## config.mk

```make
export PLATFORM = sky130hd
export DESIGN_NAME = ball_controller
export DESIGN_NICKNAME = d
export VERILOG_FILES = /design/src/rtl/ball_controller.sv
export SDC_FILE = /design/constraint.sdc
export NUM_CORES = 1
export LEC_CHECK = 0
export BUFFER_PORTS_ARGS = -buffer_cell sky130_fd_sc_hd__buf_2
export CAP_MARGIN = 25
export CORE_ASPECT_RATIO = 0.7
export CORE_MARGIN = 8
export CORE_UTILIZATION = 50
export DETAILED_ROUTE_END_ITERATION = 16
export HOLD_SLACK_MARGIN = 0.1
export PLACE_DENSITY = 0.75
export SLEW_MARGIN = 20
export SYNTH_ARGS = -nofsm -noshare
export SYNTH_HDL_FRONTEND = slang
export SYNTH_SLANG_ARGS = --single-unit
export TNS_END_PERCENT = 20
```

## constraint.sdc

```tcl
create_clock -name clk -period 4.71 [get_ports clk]
set_clock_uncertainty 0.05 [all_clocks]
set_input_delay 0.7065 -clock clk [delete_from_list [all_inputs] [get_ports clk]]
set_output_delay 0.7065 -clock clk [all_outputs]
set_load 0.02 [all_outputs]
```

## src/rtl/ball_controller.sv

```systemverilog
`timescale 1ns/1ps
// -----------------------------------------------------------------------------
// ball_controller
//
// Frame-level brain of the ball. Each frame it issues STEPS_PER_FRAME one-pixel
// move commands to the ball position register, separated by hold cycles so the
// new position is visible before the next decision. Before each move it checks
// the current ball centre against the walls, both paddle faces and both goal
// lines, flips the direction bits as needed, and on a miss pulses the scoring
// output and asks the position register to re-centre the ball.
//
// Ports
//   clk              system clock
//   reset_n          synchronous, active-low reset
//   frame_tick       one-cycle pulse per video frame; starts a burst of moves
//   serve            level; starts a volley while the controller is waiting
//   ball_center_x/y  current ball centre from the position register
//   paddle_l_y/r_y   top row of the left / right paddle
//   cw_ballMovement  registered control word for the position register:
//                      0000 hold, 0001 +x+y, 0010 -x-y, 0011 -x+y,
//                      0100 +x-y, 0101 recentre
//   score_l          one-cycle pulse: ball left through the right goal line
//   score_r          one-cycle pulse: ball left through the left goal line
//   in_play          high from serve acceptance until a miss
// -----------------------------------------------------------------------------
module ball_controller #(
    parameter int SCREEN_W        = 640,
    parameter int SCREEN_H        = 480,
    parameter int BALL_R          = 4,
    parameter int PADDLE_H        = 64,
    parameter int PADDLE_L_FACE   = 24,
    parameter int PADDLE_R_FACE   = 616,
    parameter int STEPS_PER_FRAME = 2
) (
    input  logic       clk,
    input  logic       reset_n,
    input  logic       frame_tick,
    input  logic       serve,
    input  logic [9:0] ball_center_x,
    input  logic [9:0] ball_center_y,
    input  logic [9:0] paddle_l_y,
    input  logic [9:0] paddle_r_y,
    output logic [3:0] cw_ballMovement,
    output logic       score_l,
    output logic       score_r,
    output logic       in_play
);

    // -------------------------------------------------------------------------
    // Control-word encoding understood by the position register
    // -------------------------------------------------------------------------
    localparam logic [3:0] CW_HOLD     = 4'b0000;
    localparam logic [3:0] CW_PXPY     = 4'b0001;
    localparam logic [3:0] CW_NXNY     = 4'b0010;
    localparam logic [3:0] CW_NXPY     = 4'b0011;
    localparam logic [3:0] CW_PXNY     = 4'b0100;
    localparam logic [3:0] CW_RECENTRE = 4'b0101;

    // -------------------------------------------------------------------------
    // Geometry thresholds. Everything is compared at 11 bits so that adding the
    // ball radius or the paddle span to a 10-bit coordinate never wraps.
    // -------------------------------------------------------------------------
    localparam logic [10:0] L_HIT_X    = 11'(PADDLE_L_FACE + BALL_R);
    localparam logic [10:0] R_HIT_X    = 11'(PADDLE_R_FACE - BALL_R);
    localparam logic [10:0] L_GOAL_X   = 11'(BALL_R);
    localparam logic [10:0] R_GOAL_X   = 11'(SCREEN_W - 1 - BALL_R);
    localparam logic [10:0] TOP_WALL_Y = 11'(BALL_R);
    localparam logic [10:0] BOT_WALL_Y = 11'(SCREEN_H - 1 - BALL_R);
    localparam logic [10:0] BALL_R_W   = 11'(BALL_R);
    // The ball's leading edge (y + r) must fall inside the paddle span widened
    // by the full ball height, so a ball grazing either paddle corner still hits.
    localparam logic [10:0] PAD_SPAN   = 11'(PADDLE_H - 1 + 2 * BALL_R);
    localparam logic [3:0]  STEP_LOAD  = 4'(STEPS_PER_FRAME);

    typedef enum logic [2:0] {
        S_RECENTRE,
        S_WAIT,
        S_PLAY,
        S_STEP,
        S_GAP
    } state_t;

    state_t      state;
    state_t      state_next;

    logic        dir_x;         // 1 = moving toward +x
    logic        dir_y;         // 1 = moving toward +y
    logic [3:0]  step_cnt;

    logic        dir_x_next;
    logic        dir_y_next;
    logic [3:0]  step_cnt_next;
    logic [3:0]  cw_next;
    logic        score_l_next;
    logic        score_r_next;
    logic        in_play_next;

    // -------------------------------------------------------------------------
    // Collision detection on the current inputs
    // -------------------------------------------------------------------------
    logic [10:0] x_w;
    logic [10:0] y_w;
    logic [10:0] y_lead;
    logic [10:0] pl_top;
    logic [10:0] pl_bot;
    logic [10:0] pr_top;
    logic [10:0] pr_bot;

    logic        hit_l;
    logic        hit_r;
    logic        miss_l;
    logic        miss_r;
    logic        wall_top;
    logic        wall_bot;

    assign x_w    = {1'b0, ball_center_x};
    assign y_w    = {1'b0, ball_center_y};
    assign y_lead = y_w + BALL_R_W;
    assign pl_top = {1'b0, paddle_l_y};
    assign pl_bot = pl_top + PAD_SPAN;
    assign pr_top = {1'b0, paddle_r_y};
    assign pr_bot = pr_top + PAD_SPAN;

    assign hit_l  = !dir_x && (x_w <= L_HIT_X) &&
                    (y_lead >= pl_top) && (y_lead <= pl_bot);
    assign hit_r  =  dir_x && (x_w >= R_HIT_X) &&
                    (y_lead >= pr_top) && (y_lead <= pr_bot);

    // A paddle return takes priority over a goal-line crossing.
    assign miss_l = !dir_x && !hit_l && (x_w <= L_GOAL_X);
    assign miss_r =  dir_x && !hit_r && (x_w >= R_GOAL_X);

    assign wall_top = !dir_y && (y_w <= TOP_WALL_Y);
    assign wall_bot =  dir_y && (y_w >= BOT_WALL_Y);

    function automatic logic [3:0] cw_of(input logic dx, input logic dy);
        logic [3:0] cw;
        unique case ({dx, dy})
            2'b11:   cw = CW_PXPY;
            2'b00:   cw = CW_NXNY;
            2'b01:   cw = CW_NXPY;
            default: cw = CW_PXNY;
        endcase
        return cw;
    endfunction

    // -------------------------------------------------------------------------
    // State and output registers
    // -------------------------------------------------------------------------
    always_ff @(posedge clk) begin
        // NOTE: every register here uses <= so all of them update from the same
        // pre-edge values; blocking = would leak new values into later lines.
        if (!reset_n) begin
            state           <= S_RECENTRE;
            dir_x           <= 1'b1;
            dir_y           <= 1'b1;
            step_cnt        <= '0;
            cw_ballMovement <= CW_HOLD;
            score_l         <= 1'b0;
            score_r         <= 1'b0;
            in_play         <= 1'b0;
        end else begin
            state           <= state_next;
            dir_x           <= dir_x_next;
            dir_y           <= dir_y_next;
            step_cnt        <= step_cnt_next;
            cw_ballMovement <= cw_next;
            score_l         <= score_l_next;
            score_r         <= score_r_next;
            in_play         <= in_play_next;
        end
    end

    // -------------------------------------------------------------------------
    // Next-state logic
    // -------------------------------------------------------------------------
    always_comb begin
        // NOTE: a default assignment ahead of the case keeps every path
        // assigned, so no latch is inferred for unlisted states or conditions.
        state_next = state;
        unique case (state)
            S_RECENTRE: state_next = S_WAIT;
            S_WAIT:     if (serve)      state_next = S_PLAY;
            S_PLAY:     if (frame_tick) state_next = S_STEP;
            S_STEP:     state_next = (miss_l || miss_r) ? S_RECENTRE : S_GAP;
            S_GAP:      state_next = (step_cnt == '0) ? S_PLAY : S_STEP;
            default:    state_next = S_RECENTRE;
        endcase
    end

    // -------------------------------------------------------------------------
    // Output / datapath logic: values registered at the next edge
    // -------------------------------------------------------------------------
    always_comb begin
        dir_x_next    = dir_x;
        dir_y_next    = dir_y;
        step_cnt_next = step_cnt;
        cw_next       = CW_HOLD;
        score_l_next  = 1'b0;
        score_r_next  = 1'b0;
        in_play_next  = in_play;

        unique case (state)
            S_RECENTRE: cw_next = CW_RECENTRE;

            S_WAIT: if (serve) in_play_next = 1'b1;

            S_PLAY: if (frame_tick) step_cnt_next = STEP_LOAD;

            S_STEP: begin
                step_cnt_next = step_cnt - 4'd1;
                if (miss_l) begin
                    // Ball went out on the left: right player scores and the
                    // next serve heads left, toward the player who conceded.
                    score_r_next = 1'b1;
                    in_play_next = 1'b0;
                    dir_x_next   = 1'b0;
                end else if (miss_r) begin
                    score_l_next = 1'b1;
                    in_play_next = 1'b0;
                    dir_x_next   = 1'b1;
                end else begin
                    // Paddle and wall flips are independent so a corner hit
                    // reverses both axes in the same step.
                    if (hit_l)
                        dir_x_next = 1'b1;
                    else if (hit_r)
                        dir_x_next = 1'b0;

                    if (wall_top)
                        dir_y_next = 1'b1;
                    else if (wall_bot)
                        dir_y_next = 1'b0;

                    cw_next = cw_of(dir_x_next, dir_y_next);
                end
            end

            default: ;
        endcase
    end

endmodule

```

=== After elaboration in Yosys (flattened, before gate mapping) ===
Index checks and enable logic that the tools add are counted.
Widths: inputs -> output; s select.

* Bits in registers: 16
* Input port bits: 44
* Output and inout port bits: 7
* Logic and storage cells: 92

* Add/subtract/negate cells: 4
* Order comparisons: 10
* Equality and inequality tests: 9
* Multiplexer cells: 29
* Bitwise gates (word level): 4
* Reduce and logical (&&, ||, !) cells: 28

{| class="wikitable"
|+ Operators by type and width
! cell !! count
|-
| $add 10x7->11 const B || 2
|-
| $ge 11x10->1 || 2
|-
| $le 11x11->1 || 2
|-
| $ge 10x10->1 const B || 2
|-
| $le 10x3->1 const B || 2
|-
| $mux 1 || 18
|-
| $mux 3 || 5
|-
| $pmux 3 s5 || 1
|-
| $logic_and 1x1->1 || 12
|-
| $add 10x3->11 const B || 1
|-
| $ge 10x9->1 const B || 1
|-
| $le 10x5->1 const B || 1
|-
| $pmux 3 s3 || 1
|-
| $pmux 4 s2 || 1
|-
| $eq 3x2->1 const B || 2
|-
| $pmux 3 s2 || 1
|-
| $reduce_and 2->1 || 3
|-
| $reduce_and 3->1 || 2
|-
| $logic_not 1->1 || 4
|-
| $logic_not 4->1 || 1
|-
| $mux 4 || 1
|-
| $ne 2x2->1 const B || 2
|-
| $not 1->1 || 4
|-
| $reduce_bool 2->1 || 2
|-
| other kinds (11) || 11
|}

=== Logic depth before layout (Yosys ltp) ===
* Word-level depth: 15
* Depth in mapped cells: 13
* Mapped depth without buffers: 13

=== Worst setup path after synthesis ===
No wires, ideal clock.

* Path kind: input -> register
* Start: input paddle_r_y[0]
* End: register dir_y
* Setup time: 58 ps
* Arrival: 3602 ps
* Path slack: 1000 ps
* Stages on the path: 12
* Path through: inv_1 > ha_1 > a2111oi_0 > o21ai_0 > xnor2_1 > ha_1 > a211oi_1 > o2bb2ai_1 > o311a_1 > o311a_4 > o311ai_2 > o21a_1

* Cells in the longest elaborated chain, start to end: 8

{| class="wikitable"
|+ RTL lines
! what !! line !! text
|-
| start, declared || 42 || <nowiki>input logic [9:0] paddle_r_y,</nowiki>
|-
| $add 10x7->11 / $ge 11x10->1 (equally long branches) || 122, 127 ||
|-
| $le 11x11->1 / $logic_and 1x1->1 (equally long branches) || 127, 126 ||
|-
| $logic_and 1x1->1 (*) || 127 || <nowiki>(y_lead >= pr_top) && (y_lead <= pr_bot);</nowiki>
|-
| $logic_not 1->1 (*) || 131 || <nowiki>assign miss_r = dir_x && !hit_r && (x_w >= R_GOAL_X);</nowiki>
|-
| $logic_and 1x1->1 (*) (2 in series) || 131 ||
|-
| $not 1->1 (no line) (*) || -- ||
|-
| $reduce_and 3->1 (no line) (*) || -- ||
|-
| end signal, assigned || 165 || <nowiki>dir_y <= dir_y_next;</nowiki>
|-
| end, declared || 87 || <nowiki>logic dir_y;</nowiki>
|}

Every way passes the cells marked *; elsewhere a longest branch is shown, timed or not.
A chain may end at the register's enable or synchronous reset.

=== Worst setup path in the final report ===
Ends and elaborated chain as after synthesis.

==> results.cfg <==
[sta]
whs_ns = 0.433
fin_crit_ns = 3.87
final.period_utilization_pct = 82.2
slew_headroom_pct = 36.4
setup_violations = 0
finalSetupTns_ns = 0
hold_viol_final = 0
fmax_ghz = 0.258
finalMaxSlewViolations = 0
rsz0062_at_grt = no
worst_pin_slew_ns = 0.930

[grt]
grt_first_pass_wirelength_um = 9930
grt_overflow = 0
grt_max_degree = 12
track_usage_pct = 17.2
grt_pass1_vias = 2210
antenna_found_initial = 0

[placed_design]
gp_congestion = 0.852
placed_area_um2 = 2540
post-dp-hpwl_um = 4990
portBuffers = 49

[setup_path]
arrival_ns = 4.01
crit_fanout = 3
path_cells = buf_2 -> inv_1 -> ha_1 -> a2111oi_0 -> o21ai_0 -> xnor2_1 -> ha_1 -> a211oi_1 -> o2bb2ai_1 -> o311a_1 -> o311a_4 -> o311ai_2 -> o21a_1
cp_slowest_cell = a2111oi_0
regToRegSetupSlack_ns = 2.75
start_kind = primary input
cp_slowest_stage_delay_ns = 0.80
required_ns = 4.85
endpoint_kind = register
worstSetupStartpoint = paddle_r_y[0]
ff2ff_path_depth = 7
r2r-start = dir_x
critPathBufInv = 2
timing.rr.end = in_play
crit_top_cell = ha_1
crit_family = compound AO/OA/AOI/OAI gates
critical_path_class = in2reg

[cts]
cts_tree = done
root_buffer = clkbuf_8
cts.sinks = 15
postCtsHoldBufs = 0
post-cts-setup-buffer-count = 0
clock_latency_ns = 0.24
cts-htree-levels = 1
numCtsBuffers = 3
cts_resized = 0
clockBufferDepth = 2
clk_pin_slew_ns = 0.06

[flow_run]
drv_cap = 0

[outcome]
outcome = finished, final reports clean

[power_and_ir_drop]
ir_drop_mv = 0.0920
p_leak_nw = 1.20
p_per_area_nw_per_um2 = 182

[cells_and_area]
final_util_pct = 60.0
postLayoutCellArea_um2 = 2580
diodes = 0
nFillCells = 391
syn2layout_area_growth_pct = 15.8
nNetsFinal = 422
drive_gt1_share_pct = 19.2

[floorplanning]
dieArea_um2 = 6890
io_pins = 51
start_util_pct = 51.8
coreArea_um2 = 4300
die_y_um = 71.9
rows = 20
fp.dieW_um = 95.8

[routing]
route.detailed.drc = 0
via_count = 2233
drt_iter0_markers = 128
viasPerCell = 5.83
antenna_left = 0
wl_per_cell_um = 14.8
wl_um = 5650
first_pass_iters = 4

[worst_hold_path]
min_to = step_cnt[2]
worstHoldStart = step_cnt[2]
hold_class = reg2reg
hold_depth = 2

[yosys]
synth_nets = 370
synth-seq-cells = 15
ys_seq_area_share_pct = 13.5
syn_avg_cell_area_um2 = 8.05
async_flop_share_pct = 0
synthDistinctLibCells = 51
synth_edf_count = 0
yosysWarnings = 0
syn_area_um2 = 2230
netlist_instances = 277
ys.flop_type = dfxtp_1
==> cells in the mapped netlist, types with 9 or more instances <==
cell type  count  area (um^2)
ha_1          49          613
o21ai_0       14         70.1
inv_1         30          113
nor3_1        10         50.1
nand3_1       12         60.1
nor2_1         9         33.8
nand4_1        9         56.3
nand2_1       14         52.6
a21oi_1       26          130
xnor2_1       20          175
dfxtp_1       15          300
==> stage by stage <==
stage	instances	worst slack (ns)	power (mW)
final	383	0.838	0.469
after global routing	383	0.482	0.513
after CTS	383	0.865	0.471
after detailed placement	379	0.620	0.366
after global placement	379	0.684	0.359
after floorplan	277	1.00	0.296
==> worst register-to-register path: cells and delay by family (launching register included) <==
kind / cells / cell delay (ns)
simple gates: 3 / 0.74
compound gates: 4 / 0.68
flops: 1 / 0.35
==> kinds of logic (layout without fill, tap and decap cells) <==
family                   count (synthesis)  after routing  share of synthesized area [%]
AO/OA/AOI/OAI                           79             79                           25.1
AND/OR/NAND/NOR                         78             78                           19.4
adder cells (fa/ha/maj)                 49             49                           27.5
buffers and inverters                   33             84                           5.72
XOR/XNOR                                22             22                           8.64
flip-flops                              15             15                           13.5
other                                    1              1                          0.168
==> placed cells by master (no fill, tap or decap), drive strengths merged, types with 3 or more instances in the layout <==
cell | Yosys | layout
a2111oi | 3 | 3
a211oi | 4 | 4
a21oi | 26 | 26
and2 | 3 | 3
and3 | 4 | 4
buf | 1 | 50
clkbuf | 2 | 4
dfxtp | 15 | 15
ha | 49 | 49
inv | 30 | 30
nand2 | 14 | 14
nand2b | 3 | 3
nand3 | 12 | 12
nand4 | 9 | 9
nor2 | 10 | 10
nor3 | 10 | 10
o2111ai | 3 | 3
o21a | 3 | 3
o21ai | 16 | 16
o311a | 3 | 3
o311ai | 3 | 3
xnor2 | 20 | 20
==> worst max path at each step <==
stage	slack [ns]	cells after the start	endpoint
after global routing	0.48	13	cw_ballMovement[2]
after CTS	0.86	13	dir_y
after floorplan	1.0	12	dir_y
final	0.84	13	dir_y
after global placement	0.68	13	dir_y
after detailed placement	0.62	13	dir_y
==> area by class of cell <==
class / instances / area, um^2 / area share (%)
multi-input combinational: 229 / 1800 / 69.8
inverter: 30 / 113 / 4.36
tap: 55 / 68.8 / 2.66
clock buffer: 4 / 45.0 / 1.74
sequential: 15 / 300 / 11.6
timing repair buffer: 50 / 253 / 9.79
==> routing by layer <==
metal	routed length [um]	global-route usage, %	share of wire [%]
met4	18	1.70	0.32
met3	341	2.30	6.0
met5	0	0	0
met1	2780	24.3	49
met2	2510	27.6	44
==> report_power, final <==
part	internal [mW]	switching [mW]
combinational	0.0979	0.129
sequential	0.134	0.00577
clock	0.0598	0.0428
total	0.292	0.178
==> sequential cells by signal, indices dropped and copies added, names as in the netlist <==
name,cells
state,3
score_l,1
dir_y,1
in_play,1
step_cnt,4
score_r,1
cw_ballMovement,3
dir_x,1
(Power assumes the default switching activity.)
